**src/rtl/muldiv_sequencer.sv**
```systemverilog
`default_nettype none
// ============================================================================
// muldiv_sequencer : iterative RV32M multiply/divide unit with EX-stage stall
//                    and one-cycle done pulse (radix-2 shift-add / restoring)
// Revision: 1.0
// ============================================================================
module muldiv_sequencer #(
  parameter int WIDTH = 32
) (
  input  logic             clk,
  input  logic             reset,
  input  logic             start,
  input  logic [2:0]       funct3,
  input  logic [WIDTH-1:0] op_a,
  input  logic [WIDTH-1:0] op_b,
  input  logic             flush,
  output logic             stall,
  output logic             busy,
  output logic             done,
  output logic [WIDTH-1:0] result
);

  localparam int CW = $clog2(WIDTH + 1);
  localparam logic [2:0] S_IDLE = 3'd0;
  localparam logic [2:0] S_PREP = 3'd1;
  localparam logic [2:0] S_CALC = 3'd2;
  localparam logic [2:0] S_FIX  = 3'd3;
  localparam logic [2:0] S_DONE = 3'd4;
  localparam logic [WIDTH-1:0] MIN_NEG = {1'b1, {(WIDTH-1){1'b0}}};

  logic [2:0]         state_q, state_d;
  logic [2:0]         fn_q, fn_d;
  logic [WIDTH-1:0]   a_q, a_d;
  logic [WIDTH-1:0]   b_q, b_d;
  logic [2*WIDTH-1:0] acc_q, acc_d;
  logic [CW-1:0]      cnt_q, cnt_d;
  logic               neg_q, neg_d;
  logic               rneg_q, rneg_d;
  logic [WIDTH-1:0]   result_q, result_d;

  logic               w_a_signed, w_b_signed, w_a_neg, w_b_neg;
  logic [WIDTH-1:0]   w_a_abs, w_b_abs;
  logic               w_div0, w_ovf;
  logic [WIDTH:0]     w_mul_sum, w_rem_sh, w_diff;
  logic [2*WIDTH-1:0] w_mul_next, w_div_next, w_prod;
  logic [WIDTH-1:0]   w_quot_mag, w_rem_mag, w_quot, w_rem, w_sel;

  // Signedness: DIV/REM/MUL/MULH both signed, MULHSU rs1 only, U variants none.
  assign w_a_signed = fn_q[2] ? ~fn_q[0] : (fn_q[1:0] != 2'b11);
  assign w_b_signed = fn_q[2] ? ~fn_q[0] : ~fn_q[1];
  assign w_a_neg    = w_a_signed & a_q[WIDTH-1];
  assign w_b_neg    = w_b_signed & b_q[WIDTH-1];
  assign w_a_abs    = w_a_neg ? -a_q : a_q;
  assign w_b_abs    = w_b_neg ? -b_q : b_q;
  assign w_div0     = fn_q[2] & (b_q == '0);
  assign w_ovf      = fn_q[2] & ~fn_q[0] & (a_q == MIN_NEG) & (b_q == '1);

  // Multiply: acc = {partial product high, remaining multiplier bits}.
  assign w_mul_sum  = {1'b0, acc_q[2*WIDTH-1:WIDTH]} + (acc_q[0] ? {1'b0, a_q} : '0);
  assign w_mul_next = {w_mul_sum, acc_q[WIDTH-1:1]};

  // Divide: acc = {partial remainder, dividend bits / quotient bits}.
  assign w_rem_sh   = acc_q[2*WIDTH-1:WIDTH-1];
  assign w_diff     = w_rem_sh - {1'b0, b_q};
  assign w_div_next = w_diff[WIDTH] ? {w_rem_sh[WIDTH-1:0], acc_q[WIDTH-2:0], 1'b0}
                                    : {w_diff[WIDTH-1:0],   acc_q[WIDTH-2:0], 1'b1};

  assign w_prod     = neg_q ? -acc_q : acc_q;
  assign w_quot_mag = acc_q[WIDTH-1:0];
  assign w_rem_mag  = acc_q[2*WIDTH-1:WIDTH];
  assign w_quot     = neg_q ? -w_quot_mag : w_quot_mag;
  assign w_rem      = rneg_q ? -w_rem_mag : w_rem_mag;

  always_comb begin
    w_sel = w_prod[WIDTH-1:0];
    if (fn_q[2])                w_sel = fn_q[1] ? w_rem : w_quot;
    else if (fn_q[1:0] != 2'b00) w_sel = w_prod[2*WIDTH-1:WIDTH];
  end

  always_comb begin
    state_d  = state_q;
    fn_d     = fn_q;
    a_d      = a_q;
    b_d      = b_q;
    acc_d    = acc_q;
    cnt_d    = cnt_q;
    neg_d    = neg_q;
    rneg_d   = rneg_q;
    result_d = result_q;
    case (state_q)
      S_IDLE: begin
        if (start && !flush) begin
          fn_d    = funct3;
          a_d     = op_a;
          b_d     = op_b;
          state_d = S_PREP;
        end
      end
      S_PREP: begin
        if (flush) begin
          state_d = S_IDLE;
        end else begin
          neg_d  = w_a_neg ^ w_b_neg;
          rneg_d = w_a_neg;
          a_d    = w_a_abs;
          b_d    = w_b_abs;
          acc_d  = {{WIDTH{1'b0}}, (fn_q[2] ? w_a_abs : w_b_abs)};
          cnt_d  = CW'(WIDTH);
          if (w_div0) begin
            result_d = fn_q[1] ? a_q : '1;
            state_d  = S_DONE;
          end else if (w_ovf) begin
            result_d = fn_q[1] ? '0 : a_q;
            state_d  = S_DONE;
          end else begin
            state_d = S_CALC;
          end
        end
      end
      S_CALC: begin
        if (flush) begin
          state_d = S_IDLE;
        end else begin
          acc_d = fn_q[2] ? w_div_next : w_mul_next;
          cnt_d = cnt_q - CW'(1);
          if (cnt_q == CW'(1)) state_d = S_FIX;
        end
      end
      S_FIX: begin
        if (flush) begin
          state_d = S_IDLE;
        end else begin
          result_d = w_sel;
          state_d  = S_DONE;
        end
      end
      S_DONE:  state_d = S_IDLE;
      default: state_d = S_IDLE;
    endcase
  end

  always_ff @(posedge clk or posedge reset) begin
    if (reset) begin
      state_q  <= S_IDLE;
      fn_q     <= '0;
      a_q      <= '0;
      b_q      <= '0;
      acc_q    <= '0;
      cnt_q    <= '0;
      neg_q    <= 1'b0;
      rneg_q   <= 1'b0;
      result_q <= '0;
    end else begin
      state_q  <= state_d;
      fn_q     <= fn_d;
      a_q      <= a_d;
      b_q      <= b_d;
      acc_q    <= acc_d;
      cnt_q    <= cnt_d;
      neg_q    <= neg_d;
      rneg_q   <= rneg_d;
      result_q <= result_d;
    end
  end

  // DONE drops stall so EX advances and captures the result in that cycle.
  assign stall  = ((state_q == S_IDLE) & start & ~flush) |
                  (state_q == S_PREP) | (state_q == S_CALC) | (state_q == S_FIX);
  assign busy   = (state_q != S_IDLE);
  assign done   = (state_q == S_DONE);
  assign result = result_q;

endmodule
`default_nettype wire

```
**config.mk**
```make
export PLATFORM = sky130hd
export DESIGN_NAME = muldiv_sequencer
export DESIGN_NICKNAME = d
export VERILOG_FILES = /design/src/rtl/muldiv_sequencer.sv
export SDC_FILE = /design/constraint.sdc
export NUM_CORES = 1
export LEC_CHECK = 0
export ABC_AREA = 1
export CAP_MARGIN = 20
export CORE_UTILIZATION = 45
export DETAILED_ROUTE_END_ITERATION = 7
export PLACE_DENSITY = 0.6
export SKIP_CTS_REPAIR_TIMING = 1
export SYNTH_ARGS = -nofsm -noshare
export SYNTH_HDL_FRONTEND = slang
export SYNTH_SLANG_ARGS = --single-unit
```
**constraint.sdc**
```tcl
create_clock -name clk -period 12.6 [get_ports clk]
set_clock_uncertainty 0.1 [all_clocks]
set_input_delay 2.52 -clock clk [delete_from_list [all_inputs] [get_ports clk]]
set_output_delay 2.52 -clock clk [all_outputs]
set_load 0.05 [all_outputs]
```
==> results.json <==
{
  "path_max_fanout": 38,
  "initial_core_util_pct": 46.0,
  "syn_nets": 3673,
  "ant_nets": 0,
  "synth_async_sr_flop_share_pct": 100,
  "cp.required_ns": 9.98,
  "r2r_slack_ns": 7.62,
  "timing.fmax_mhz": 118,
  "max_stage_delay_ns": 0.85,
  "dp_cells": 4103,
  "power.total_mw": 7.03,
  "start_kind": "primary input",
  "fin_ws_ns": 4.12,
  "cts_tree": "yes",
  "final_area_um2": 21900,
  "cap_violations": 0,
  "syn_area_um2": 19900,
  "io_buffers": 105,
  "ys_types": 54,
  "rr_worst_depth": 12,
  "firstDrtPassIters": 7,
  "fillerInstances": 4746,
  "grt_pass1_wl_mm": 134,
  "grt_use_total_pct": 40.5,
  "slew_headroom_pct": 29.3,
  "yosysWarnings": 0,
  "synth-edff-count": 0,
  "drv_slew": 0,
  "drive_gt1_share_pct": 3.07,
  "cts-htree-levels": 4,
  "min_path_type": "reg2reg",
  "instances_no_fill": 4136,
  "nets": 3681,
  "dp_slack_ns": 4.23,
  "rows": 76,
  "area.growth.synth_to_final_pct": 9.61,
  "die_w_um": 212,
  "yosysSeqAreaShare_pct": 21.8,
  "ir_worst_vdd_uv": 229,
  "setup_tns_ns": 0,
  "antenna_found_initial": 1,
  "cts.sinks": 174,
  "root_buffer": "clkbuf_16",
  "viasPerCell": 5.86,
  "yosys.area.top_type": "dfrtp_1",
  "wl_per_cell_um": 21.9,
  "avgSynthCellArea_um2": 5.65,
  "insertion_delay_ns": 0.51,
  "status": "completed",
  "hold_depth": 2,
  "drc": 0,
  "die_y_um": 212,
  "grt-ovfl-total": 0,
  "worstMarginPinSlew_ns": 1.06,
  "p_leak_nw": 11.2,
  "drt-total-wl_mm": 90.6,
  "drt-initial-drc-count": 3241,
  "dp_hpwl_mm": 71.5,
  "final-hold-violation-count": 0,
  "setup_viol": 0,
  "worstSetupPathType": "in2out",
  "die_area_um2": 45200,
  "fin_crit_sh_pct": 67.3,
  "core_um2": 43400,
  "ctsLongestPathBuffers": 2,
  "synth_common_cells": "nand2_1, inv_1, nor2_1, nand3_1, o21ai_0",
  "power_density_nw_per_um2": 322,
  "grt_setup_unrepaired": "no",
  "ys.flop_type": "dfrtp_1",
  "post_dp_cell_area_um2": 21300,
  "grt_pass1_vias": 21700,
  "cp_slowest_cell": "clkdlybuf4s50_1",
  "cp_data_arrival_time_ns": 5.86,
  "period_needed_ns": 8.48,
  "synthCells": 3529,
  "multi_input_area_um2": 13300,
  "cp_cell_sequence": "clkdlybuf4s50_1, nor2_8, inv_2, a21oi_4, inv_1, nand4_1, clkdlybuf4s50_1",
  "seq_area_um2": 4360,
  "grt_max_degree": 92,
  "io_pins": 106,
  "synth_most_common_cell": "nand2_1",
  "crit_top_cell": "clkdlybuf4s50_1",
  "cts_buffers": 17,
  "end_kind": "output pin",
  "clk_pin_slew_ns": 0.07,
  "ys_seq_elements": 174,
  "vias": 24200,
  "place.gp.congestion": 1.05,
  "netlist.area_leader.share_pct": 21.8,
  "synth.area.top_cells": "dfrtp_1, nand2_1, nand3_1"
}
## cell families (layout without fill, tap and decap cells)
logic type                 after synthesis  count (layout)  share of synthesized area [%]
and+or+nand+nor                       2071            2071                           43.1
buffers and inverters                  594             615                           11.8
AOI/OAI and AO/OA                      538             538                           15.2
DFF                                    174             174                           21.8
xor gates and xnor gates                79              79                           3.47
adders and majority gates               73              73                           4.66
other                                    0               1                              0
## report_power, final
group	leakage [nW]	internal (mW)	switching, mW
Sequential	2.21	0.820	0.465
Clock	0.282	0.281	0.276
Combinational	8.73	1.50	3.69
## metal layers
layer / routed length [um] / vias up / global-route usage (%)
met3: 10300 / 234 / 10.6
met1: 38300 / 11200 / 55.6
met4: 5380 / 2 / 22.1
met2: 36700 / 1394 / 57.4
met5: 13 / - / 0
li1: - / 11400 / -
## worst max-delay path: cells and delay by family
| kind | cells | cell delay [ns] |
|---|---|---|
| AOI/OAI and AO/OA | 1 | 0.74 |
| and+or+nand+nor | 2 | 0.76 |
| buffers and inverters | 4 | 1.82 |
## final timing paths
path	end	start
max	stall	flush
min	result[10]	result[10]
max reg2reg	fn_q[1]	state_q[2]
min reg2reg	result[10]	result[10]
max in group asynchronous	result[25]	reset
min in group asynchronous	a_q[20]	reset
## sequential cells by signal (all words and copies together), names as in the netlist
| signal | cells |
|---|---|
| cnt_q | 6 |
| result | 32 |
| acc_q | 64 |
| rneg_q | 1 |
| b_q | 32 |
| state_q | 3 |
| a_q | 32 |
| neg_q | 1 |
| fn_q | 3 |
## area by class of cell
| cell class | count | area share, % |
|---|---|---|
| well taps | 585 | 3.35 |
| diodes | 1 | 0.0114 |
| inverters | 455 | 7.85 |
| multi-input cells | 2761 | 60.6 |
| flip-flops and latches | 174 | 19.9 |
| repair buffers | 128 | 5.60 |
| clock buffers | 19 | 2.03 |
| clock inverters | 13 | 0.584 |
## cells in the final DEF, fill, tap and decap left out, types with 7 or more instances in the layout
master / Yosys / routed
nand2_1: 1154 / 1154
inv_1: 440 / 439
nor2_1: 408 / 405
nand3_1: 392 / 392
o21ai_0: 230 / 230
dfrtp_1: 174 / 172
a21oi_1: 145 / 145
clkdlybuf4s50_1: 0 / 105
ha_1: 71 / 71
xor2_1: 65 / 65
o211ai_1: 52 / 52
o22ai_1: 49 / 49
nand4_1: 32 / 32
nor3_1: 28 / 28
buf_4: 6 / 23
o21bai_1: 17 / 17
clkbuf_16: 0 / 17
o21ai_1: 15 / 15
xnor2_1: 14 / 14
nand3b_1: 12 / 12
or2_2: 11 / 11
o221ai_1: 11 / 11
nor2_2: 7 / 9
inv_2: 9 / 8
nand2_2: 7 / 7
## metrics by stage
step           hold WS [ns]  utilization [%]
5_1_grt               0.402             50.4
4_1_cts               0.385             50.4
2_1_floorplan         0.357                -
3_3_place_gp          0.364             49.1
6_report              0.381             50.4
3_5_place_dp          0.366             49.1
(Power assumes the default switching activity.)
